## config.mk

```make
export PLATFORM = sky130hd
export DESIGN_NAME = intersect_unit_nway
export DESIGN_NICKNAME = d
export VERILOG_FILES = /design/src/rtl/intersect_unit_nway.sv
export SDC_FILE = /design/constraint.sdc
export NUM_CORES = 1
export LEC_CHECK = 0
export ABC_AREA = 0
export ABC_CLOCK_PERIOD_IN_PS = 19780
export BUFFER_PORTS_ARGS = -buffer_cell sky130_fd_sc_hd__clkbuf_2
export CORE_UTILIZATION = 62
export DETAILED_ROUTE_END_ITERATION = 6
export HOLD_SLACK_MARGIN = 0.1
export PLACE_DENSITY = 0.88
export SYNTH_ARGS = -nofsm -noshare
export SYNTH_HDL_FRONTEND = slang
export SYNTH_SLANG_ARGS = --single-unit
```

## constraint.sdc

```tcl
create_clock -name clk -period 19.78 [get_ports clk]
set_input_delay 0.989 -clock clk [delete_from_list [all_inputs] [get_ports clk]]
set_output_delay 0.989 -clock clk [all_outputs]
set_load 0.02 [all_outputs]
```

## src/rtl/intersect_unit_nway.sv

```systemverilog
// intersect_unit_nway: N-way sorted-stream joiner (intersection or union).
// Lane heads are compared each step; the joined coordinate plus one position
// per lane is pushed into a small output FIFO that drives the outputs.
// Stop/done control tokens pass through once they are aligned on all lanes.

module intersect_unit_nway #(
    parameter int NUM_IN     = 3,
    parameter int DATA_WIDTH = 16,
    parameter int FIFO_DEPTH = 2
) (
    input  logic                                 clk,
    input  logic                                 rst,
    input  logic                                 clk_en,
    input  logic                                 tile_en,
    input  logic                                 joiner_op,
    input  logic [NUM_IN*(DATA_WIDTH+1)-1:0]     coord_in,
    input  logic [NUM_IN*(DATA_WIDTH+1)-1:0]     pos_in,
    input  logic [NUM_IN-1:0]                    in_valid,
    output logic [NUM_IN-1:0]                    in_ready,
    output logic [DATA_WIDTH:0]                  coord_out,
    output logic [NUM_IN*(DATA_WIDTH+1)-1:0]     pos_out,
    output logic                                 out_valid,
    input  logic                                 out_ready,
    output logic                                 done_pulse,
    output logic [15:0]                          tile_count,
    output logic                                 err
);

    localparam int W  = DATA_WIDTH + 1;
    localparam int PW = NUM_IN * W;
    localparam int EW = PW + W;
    localparam int AW = $clog2(FIFO_DEPTH);
    localparam int CW = AW + 1;

    localparam logic [DATA_WIDTH-1:0] DONE_PAY  = DATA_WIDTH'(16'h0100);
    localparam logic [DATA_WIDTH-1:0] EMPTY_PAY = DATA_WIDTH'(16'h0200);
    localparam logic [W-1:0]          DONE_WORD  = {1'b1, DONE_PAY};
    localparam logic [W-1:0]          EMPTY_WORD = {1'b1, EMPTY_PAY};
    localparam logic [AW-1:0]         PTR_ONE    = AW'(1);
    localparam logic [CW-1:0]         CNT_ONE    = CW'(1);
    localparam logic [CW-1:0]         CNT_FULL   = CW'(FIFO_DEPTH);
    localparam logic [15:0]           TC_MAX     = 16'hFFFF;
    localparam logic [15:0]           TC_ONE     = 16'h0001;

    typedef enum logic [0:0] {
        RUN   = 1'b0,
        DRAIN = 1'b1
    } state_t;

    state_t                 state_r;
    logic [EW-1:0]          mem_r [FIFO_DEPTH];
    logic [AW-1:0]          wr_ptr_r;
    logic [AW-1:0]          rd_ptr_r;
    logic [CW-1:0]          count_r;
    logic [EW-1:0]          last_r;
    logic                   op_r;
    logic                   op_open_r;
    logic                   err_r;
    logic [15:0]            tile_count_r;
    logic                   done_pulse_r;

    logic [NUM_IN-1:0]      head_ctrl_s;
    logic [DATA_WIDTH-1:0]  head_pay_s [NUM_IN];
    logic [DATA_WIDTH-1:0]  min_s;
    logic                   any_data_s;
    logic [NUM_IN-1:0]      eq_m_s;
    logic                   tok_same_s;
    logic                   all_ctrl_s;
    logic                   all_data_s;
    logic                   op_s;
    logic                   push_want_s;
    logic [NUM_IN-1:0]      pop_mask_s;
    logic [W-1:0]           push_coord_s;
    logic [PW-1:0]          push_pos_s;
    logic                   mismatch_s;
    logic                   done_tok_s;
    logic                   full_s;
    logic                   empty_s;
    logic                   step_s;
    logic                   push_s;
    logic                   pop_s;
    logic [EW-1:0]          head_s;
    logic [EW-1:0]          shown_s;

    // Split each lane head into its control flag and payload.
    always_comb begin
        for (int i = 0; i < NUM_IN; i++) begin
            head_ctrl_s[i] = coord_in[i*W + DATA_WIDTH];
            head_pay_s[i]  = coord_in[i*W +: DATA_WIDTH];
        end
    end

    // Minimum coordinate over the data lanes.
    always_comb begin
        min_s      = '1;
        any_data_s = 1'b0;
        for (int i = 0; i < NUM_IN; i++) begin
            if (!head_ctrl_s[i] && (!any_data_s || (head_pay_s[i] < min_s))) begin
                min_s      = head_pay_s[i];
                any_data_s = 1'b1;
            end else begin
                min_s      = min_s;
                any_data_s = any_data_s;
            end
        end
    end

    // Lanes at the minimum, and whether all control heads carry one token.
    always_comb begin
        eq_m_s     = '0;
        tok_same_s = 1'b1;
        for (int i = 0; i < NUM_IN; i++) begin
            eq_m_s[i] = !head_ctrl_s[i] && (head_pay_s[i] == min_s);
            if (coord_in[i*W +: W] != coord_in[W-1:0]) begin
                tok_same_s = 1'b0;
            end else begin
                tok_same_s = tok_same_s;
            end
        end
    end

    assign all_ctrl_s = &head_ctrl_s;
    assign all_data_s = ~|head_ctrl_s;
    // Op is taken live at a tile start and held from the latch afterwards.
    assign op_s       = op_open_r ? joiner_op : op_r;

    // Join decision: what to push and which lanes to pop.
    always_comb begin
        push_want_s  = 1'b0;
        pop_mask_s   = '0;
        push_coord_s = '0;
        push_pos_s   = '0;
        mismatch_s   = 1'b0;
        done_tok_s   = 1'b0;
        case ({all_ctrl_s, op_s})
            2'b10, 2'b11: begin
                // All lanes at a token: forward lane 0's token everywhere.
                push_want_s  = 1'b1;
                pop_mask_s   = '1;
                push_coord_s = coord_in[W-1:0];
                for (int i = 0; i < NUM_IN; i++) begin
                    push_pos_s[i*W +: W] = coord_in[W-1:0];
                end
                mismatch_s = !tok_same_s;
                done_tok_s = (coord_in[W-1:0] == DONE_WORD);
            end
            2'b00: begin
                if (all_data_s && (&eq_m_s)) begin
                    push_want_s  = 1'b1;
                    pop_mask_s   = '1;
                    push_coord_s = {1'b0, min_s};
                    push_pos_s   = pos_in;
                end else if (all_data_s) begin
                    pop_mask_s = eq_m_s;
                end else begin
                    // Lanes still holding data cannot match a finished lane.
                    pop_mask_s = ~head_ctrl_s;
                end
            end
            2'b01: begin
                push_want_s  = any_data_s;
                pop_mask_s   = eq_m_s;
                push_coord_s = {1'b0, min_s};
                for (int i = 0; i < NUM_IN; i++) begin
                    if (eq_m_s[i]) begin
                        push_pos_s[i*W +: W] = pos_in[i*W +: W];
                    end else begin
                        push_pos_s[i*W +: W] = EMPTY_WORD;
                    end
                end
            end
            default: begin
                push_want_s = 1'b0;
            end
        endcase
    end

    assign full_s   = (count_r == CNT_FULL);
    assign empty_s  = (count_r == '0);
    assign step_s   = !rst && (state_r == RUN) && clk_en && tile_en && (&in_valid) && !full_s;
    assign push_s   = step_s && push_want_s;
    assign pop_s    = clk_en && tile_en && !empty_s && out_ready;
    assign in_ready = step_s ? pop_mask_s : '0;

    assign head_s     = mem_r[rd_ptr_r];
    // An empty FIFO keeps showing the last word that left it.
    assign shown_s    = empty_s ? last_r : head_s;
    assign coord_out  = shown_s[W-1:0];
    assign pos_out    = shown_s[EW-1:W];
    assign out_valid  = tile_en && !empty_s;
    assign done_pulse = done_pulse_r;
    assign tile_count = tile_count_r;
    assign err        = err_r;

    // FIFO storage write.
    always_ff @(posedge clk) begin
        if (push_s) begin
            mem_r[wr_ptr_r] <= {push_pos_s, push_coord_s};
        end
    end

    // FIFO pointers, FSM, op latch, error flag and tile counter.
    always_ff @(posedge clk or posedge rst) begin
        if (rst) begin
            state_r      <= RUN;
            wr_ptr_r     <= '0;
            rd_ptr_r     <= '0;
            count_r      <= '0;
            last_r       <= '0;
            op_r         <= 1'b0;
            op_open_r    <= 1'b1;
            err_r        <= 1'b0;
            tile_count_r <= '0;
            done_pulse_r <= 1'b0;
        end else if (clk_en) begin
            done_pulse_r <= 1'b0;
            if (push_s) begin
                wr_ptr_r <= wr_ptr_r + PTR_ONE;
            end
            if (pop_s) begin
                rd_ptr_r <= rd_ptr_r + PTR_ONE;
                last_r   <= head_s;
            end
            case ({push_s, pop_s})
                2'b10:   count_r <= count_r + CNT_ONE;
                2'b01:   count_r <= count_r - CNT_ONE;
                default: count_r <= count_r;
            endcase
            if (step_s && op_open_r) begin
                op_r      <= joiner_op;
                op_open_r <= 1'b0;
            end
            if (push_s && mismatch_s) begin
                err_r <= 1'b1;
            end
            if (push_s && !push_coord_s[DATA_WIDTH] && (tile_count_r != TC_MAX)) begin
                tile_count_r <= tile_count_r + TC_ONE;
            end
            case (state_r)
                RUN: begin
                    if (push_s && done_tok_s) begin
                        state_r <= DRAIN;
                    end
                end
                DRAIN: begin
                    if (pop_s && (head_s[W-1:0] == DONE_WORD)) begin
                        state_r      <= RUN;
                        done_pulse_r <= 1'b1;
                        tile_count_r <= '0;
                        op_open_r    <= 1'b1;
                    end
                end
                default: state_r <= RUN;
            endcase
        end
    end

endmodule

```

==> After elaboration in Yosys (flattened, before gate mapping) <==
Memory sizes are Yosys's and may differ from the RTL's.
Index checks and enable logic that the tools add are counted.
{ "classes": {"addsub": 5, "order_cmp": 2, "eq_ne": 14, "n_mux": 39, "n_bitwise": 2, "reduce_logical": 47} }
{ "op_table": {"columns": ["op", "count"], "rows": [
  ["51-bit case mux with 3 select lines", 1],
  ["16-bit 2-to-1 mux", 7],
  ["68-bit 2-to-1 mux", 1],
  ["17-bit 2-to-1 mux", 3],
  ["51-bit 2-to-1 mux", 1],
  ["17-bit case mux with 3 select lines", 1],
  ["16-bit == test", 3],
  ["17-bit == test (second input constant)", 2],
  ["17-bit != test", 2],
  ["16-bit < comparator", 2],
  ["1-bit logical AND", 22],
  ["1-bit 2-to-1 mux", 18],
  ["16-bit by 1-bit adder with 16-bit output (second input constant)", 1],
  ["16-bit != test (second input constant)", 1],
  ["1-bit zero test", 10],
  ["2-bit AND reduction", 5],
  ["3-bit 2-to-1 mux", 3],
  ["3-bit case mux with 3 select lines", 1],
  ["3-bit AND reduction", 3],
  ["2-bit == test (second input constant)", 4],
  ["2-bit by 1-bit == test with 1-bit output (second input constant)", 2],
  ["2-bit zero test", 2],
  ["2-bit case mux with 2 select lines", 1],
  ["3-bit NOT", 1],
  ["other kinds (10)", 12]
]} }
{ "totals": {"register_bits": 93, "mem_bits_rw": 136, "inputBits": 111, "output_inout_bits": 90, "word_cells": 120, "mem_count": 1} }
{ "memory_table": {"columns": ["memory", "depth", "width", "rd", "rd_clocked_by_memory_dff", "write_ports", "line", "source"], "rows": [
  ["mem_r", 2, 68, 1, 0, 1, "51", "logic [EW-1:0] mem_r [FIFO_DEPTH];"]
]} }

==> Logic depth before layout (Yosys ltp) <==
{ "logic_depth": {"depth_word": 21, "depth_mapped": 29, "mapped_depth_nobuf": 25} }

==> Least setup slack after synthesis <==
OpenSTA, ideal clock, no wires.
{ "synth_path": {"path_type": "input -> register", "startpoint": "input port coord_in[16]", "endpoint": "memory mem_r[0][0] (netlist name), enable pin", "setup_ps": 495, "arrival_ps": 10023, "required_time_ps": 19285, "path_slack_ps": 9263, "path_stages": 24, "n_path_buf": 4, "path_cell_list": "clkbuf_1 buf_1 buf_1 nor2_1 ha_1 nand4_1 or4_4 a21oi_4 o31ai_1 o22ai_1 ha_1 a21oi_1 a31oi_1 a2111o_1 a2111oi_2 o211a_4 nor2_2 mux2_4 a221o_1 or4_1 buf_2 o31ai_4 o21ai_0 nor2_1"} }
{ "synth_between": {"elab_chain_cells": 18, "elab_cells_between_ends": 35, "classes_between": "order compare: 2; eq/ne: 6; mux: 10; reduce/logical: 17"} }
{ "synth_lines": {"columns": ["element", "line", "source"], "rows": [
  ["start: declaration", "16", "input logic [NUM_IN*(DATA_WIDTH+1)-1:0] coord_in,"],
  ["16-bit 2-to-1 mux", "98", "if (!head_ctrl_s[i] && (!any_data_s || (head_pay_s[i] < min_s))) begin"],
  ["16-bit < comparator", "98", null],
  ["1-bit logical OR", "98", null],
  ["1-bit logical AND", "98", null],
  ["16-bit 2-to-1 mux or 1-bit 2-to-1 mux (tied branches)", "98", null],
  ["16-bit < comparator or 1-bit zero test (tied branches)", "98", null],
  ["1-bit logical OR", "98", null],
  ["1-bit logical AND", "98", null],
  ["[... 2 more ...]", null, null],
  ["1-bit logical AND", "113", "eq_m_s[i] = !head_ctrl_s[i] && (head_pay_s[i] == min_s);"],
  ["3-bit AND reduction", "148", "if (all_data_s && (&eq_m_s)) begin"],
  ["1-bit logical AND", "148", null],
  ["1-bit 2-to-1 mux", "148", null],
  ["1-bit case mux with 3 select lines *", "135", "case ({all_ctrl_s, op_s})"],
  ["1-bit logical AND *", "181", "assign push_s = step_s && push_want_s;"],
  ["1-bit 2-to-1 mux *", "197", "if (push_s) begin"],
  ["1-bit 2-to-1 mux (not written as such) *", "198", "mem_r[wr_ptr_r] <= {push_pos_s, push_coord_s};"],
  ["end: declaration", "51", null]
]} }
Mark *: on every way between the ends. The rest lies on a longest branch, timed or not.

==> Worst setup path in the final report <==
{ "layout_path": {"startpoint": "input port coord_in[16]", "endpoint": "memory mem_r[0][23] (netlist name), enable pin"} }
The elaborated chain is that of the path after synthesis.

==> metrics.cfg <==
[yosys]
synth_cell_types = 74
yosysWarnings = 0
synth_edf_count = 136
async_reset_ff_share_pct = 40.6
synth_flop_cell = edfxtp_1
syn-num-nets = 1470
postSynthCellCount = 1325
synth.avg_cell_area_um2 = 9.79
ys_seq_elements = 229
ys_seq_area_share_pct = 49.4
synth_area_mm2 = 0.0130

[pwr]
power_leakage_nw = 6.49
vdd_drop_max_mv = 0.0652
power_density_mw_per_mm2 = 116
internal_power_mw = 1.03
switching_share_pct = 39.7
clock_power_share_pct = 24.6
seqPwrFrac_pct = 36.7
pwr-share-comb_pct = 38.7
p_total_mw = 1.71
switchingPower_mw = 0.680

[global_route]
grt_pass1_wl_um = 65400
antenna_found_initial = 0
grt_max_degree = 98
gr-total-overflow = 0
grt_pass1_vias = 11381
track_usage_pct = 40.3

[sta]
period_needed_ps = 9500
skew_ps = 17.0
maxSlewViolCount = 0
tightest_slew_ps = 1100
slew_headroom_pct = 26.2
setup_viol = 0
fin_tns_setup_ps = 0
fmax_ghz = 0.105
hold_violations = 0
finalCritPeriodShare_pct = 48.0
rsz0062_at_grt = no

[floorplanning]
dieArea_mm2 = 0.0215
core.rowCount = 52
fp.dieH_um = 147
io_pins = 201
start_util_pct = 63.7
coreArea_mm2 = 0.0204
die_w_um = 147

[clock_tree]
cts_resized = 0
ctsLongestPathBuffers = 3
path_clk_slew_ps = 60
clock_sinks = 229
tritoncts = yes
cts_hold_buf = 0
cts_made_buffers = 23
htreeDepth = 1
clkLatencyLatePin_ps = 510
root_buffer = clkbuf_16
cts_setup_buffers = 0

[routing]
viasPerCell = 6.68
ant_nets = 0
post_drt_wl_per_cell_um = 24.8
vias = 11701
dr.first_iter.drc_count = 1330
drt_wl_total_um = 43500
drc = 0
dr.pass1.iters = 6

[worst_setup_path]
crit_required_ps = 19900
r2r_start = rd_ptr_r
end_kind = register
r2r_slack_ps = 16110
crit-reg2reg-capture = tile_count[10]
crit_arrival_ps = 9620
cp-endpoint = mem_r[0][23]
r2r_cells = 7
path_max_fanout = 68
setup.worst_path.start_class = primary input
crit_type = primary input to register
crit_start = coord_in[16]

[placed_design]
gp_congestion = 1.04
portBuffers = 200
dpl.hpwl_um = 30200

[cells_and_area]
diodes = 0
fin_util_pct = 72.6
n_fill_cell = 1395
final_common_cell = clkbuf_2
syn_to_final_growth_pct = 14.0
drive_above_1_share_pct = 19.2
final_cell_mix = 200 x clkbuf_2, 146 x nand2_1, 136 x edfxtp_1
nets = 1611

[min_path]
min-delay-path-class = register to register

[flow_run]
drv_cap = 0

[status]
status = finished, final reports clean

-- kinds of logic after synthesis --
group | after synthesis | share of synthesized area, %
multiplexers | 83 | 6.48
adder cells (fa/ha/maj) | 34 | 3.28
buffers and inverters | 124 | 3.77
AO/OA/AOI/OAI | 371 | 18.5
XOR/XNOR | 39 | 2.63
flip-flops | 229 | 49.4
AND/OR/NAND/NOR | 445 | 15.9
-- worst max-delay path, cell delays in order --
cell and delay (ps):
clkbuf_2 390, or2_2 480, inv_1 70, ha_1 230, a21oi_1 120, o21ai_0 130
o2bb2ai_1 270, buf_4 240, o31ai_1 890, o22ai_1 340, ha_1 410, a21oi_1 160
a31oi_1 110, a2111o_1 430, a2111oi_2 420, o211ai_2 170, nand2_1 80, buf_4 320
mux2_2 370, or3_1 380, or4_1 660, o31ai_4 550, o21ai_0 450, nor2_4 180
buf_4 690
-- power by group through the flow --
stage / registers, mW / clock network, mW / logic (mW)
6_report: 0.629 / 0.421 / 0.663
4_1_cts: 0.628 / 0.422 / 0.656
3_5_place_dp: 0.635 / 0 / 0.642
3_3_place_gp: 0.627 / 0 / 0.620
5_1_grt: 0.637 / 0.440 / 0.710
2_1_floorplan: 0.613 / 0 / 0.450
-- Yosys cell counts, types with 6 or more instances --
cell      instances  share of area, %
nand2_1         146               4.2
edfxtp_1        136                31
nor2_1          133               3.8
a21oi_1         115               4.4
o21ai_0         115               4.4
dfrtp_1          92                18
clkbuf_1         81               2.3
mux2i_1          78               6.0
ha_1             34               3.3
nand3_1          33               1.3
a22o_1           32               2.2
inv_1            28              0.81
xor2_1           23               1.6
nor3_1           21              0.81
nand2b_1         20              0.96
nand4_1          19              0.92
xnor2_1          16               1.1
nor4_1           13              0.63
a31oi_1          12              0.58
o22ai_1          12              0.58
and3_1           11              0.53
or2_2            11              0.53
nor2b_1           9              0.43
or3_1             9              0.43
a41o_1            8              0.62
buf_2             7              0.27
o21a_1            6              0.35
o31a_1            6              0.41
o32ai_1           6              0.41
-- worst min-delay path by stage --
stage / start / end / slack [ps] / cells after the start
final: last_r[41] / last_r[41] / 480 / 2
after global routing: last_r[17] / last_r[17] / 510 / 2
after CTS: last_r[41] / last_r[41] / 490 / 2
after detailed placement: last_r[26] / last_r[26] / 470 / 2
after global placement: last_r[42] / last_r[42] / 460 / 2
after floorplan: last_r[0] / last_r[0] / 450 / 2
-- routing by layer --
metal	vias to the layer above	global-route usage [%]	part of all wire, %
met1	5598	51.5	37
met3	159	7.44	10
met5	-	0	0
met4	0	19.7	4.9
li1	5158	-	-
met2	786	66.0	48
-- final cells by class --
| class | count | area [µm²] | area share [%] |
|---|---|---|---|
| Sequential cell | 229 | 6420 | 43.4 |
| Multi-Input combinational cell | 972 | 6110 | 41.3 |
| Timing Repair Buffer | 212 | 1090 | 7.38 |
| Clock buffer | 34 | 657 | 4.44 |
| Tap cell | 270 | 338 | 2.28 |
| Inverter | 28 | 108 | 0.728 |
| Clock inverter | 7 | 68.8 | 0.465 |
-- flip-flops by register name, summed over array words and instances (netlist names) --
name and cells:
state_r 1, rd_ptr_r 1, done_pulse 1, mem_r 136, last_r 68, wr_ptr_r 1, op_r 1, op_open_r 1
err 1, tile_count 16, count_r 2
-- per-stage QoR --
step / instances / hold slack, ps / setup slack (ps) / instance area, µm²
2_1_floorplan: 1325 / 451 / 9260 / 13000
3_3_place_gp: 1711 / 462 / 10150 / 14100
3_5_place_dp: 1711 / 471 / 10020 / 14100
4_1_cts: 1752 / 486 / 10500 / 14800
5_1_grt: 1752 / 512 / 9790 / 14800
6_report: 1752 / 481 / 10280 / 14800
Note: power is estimated with default switching activity, not from simulation.
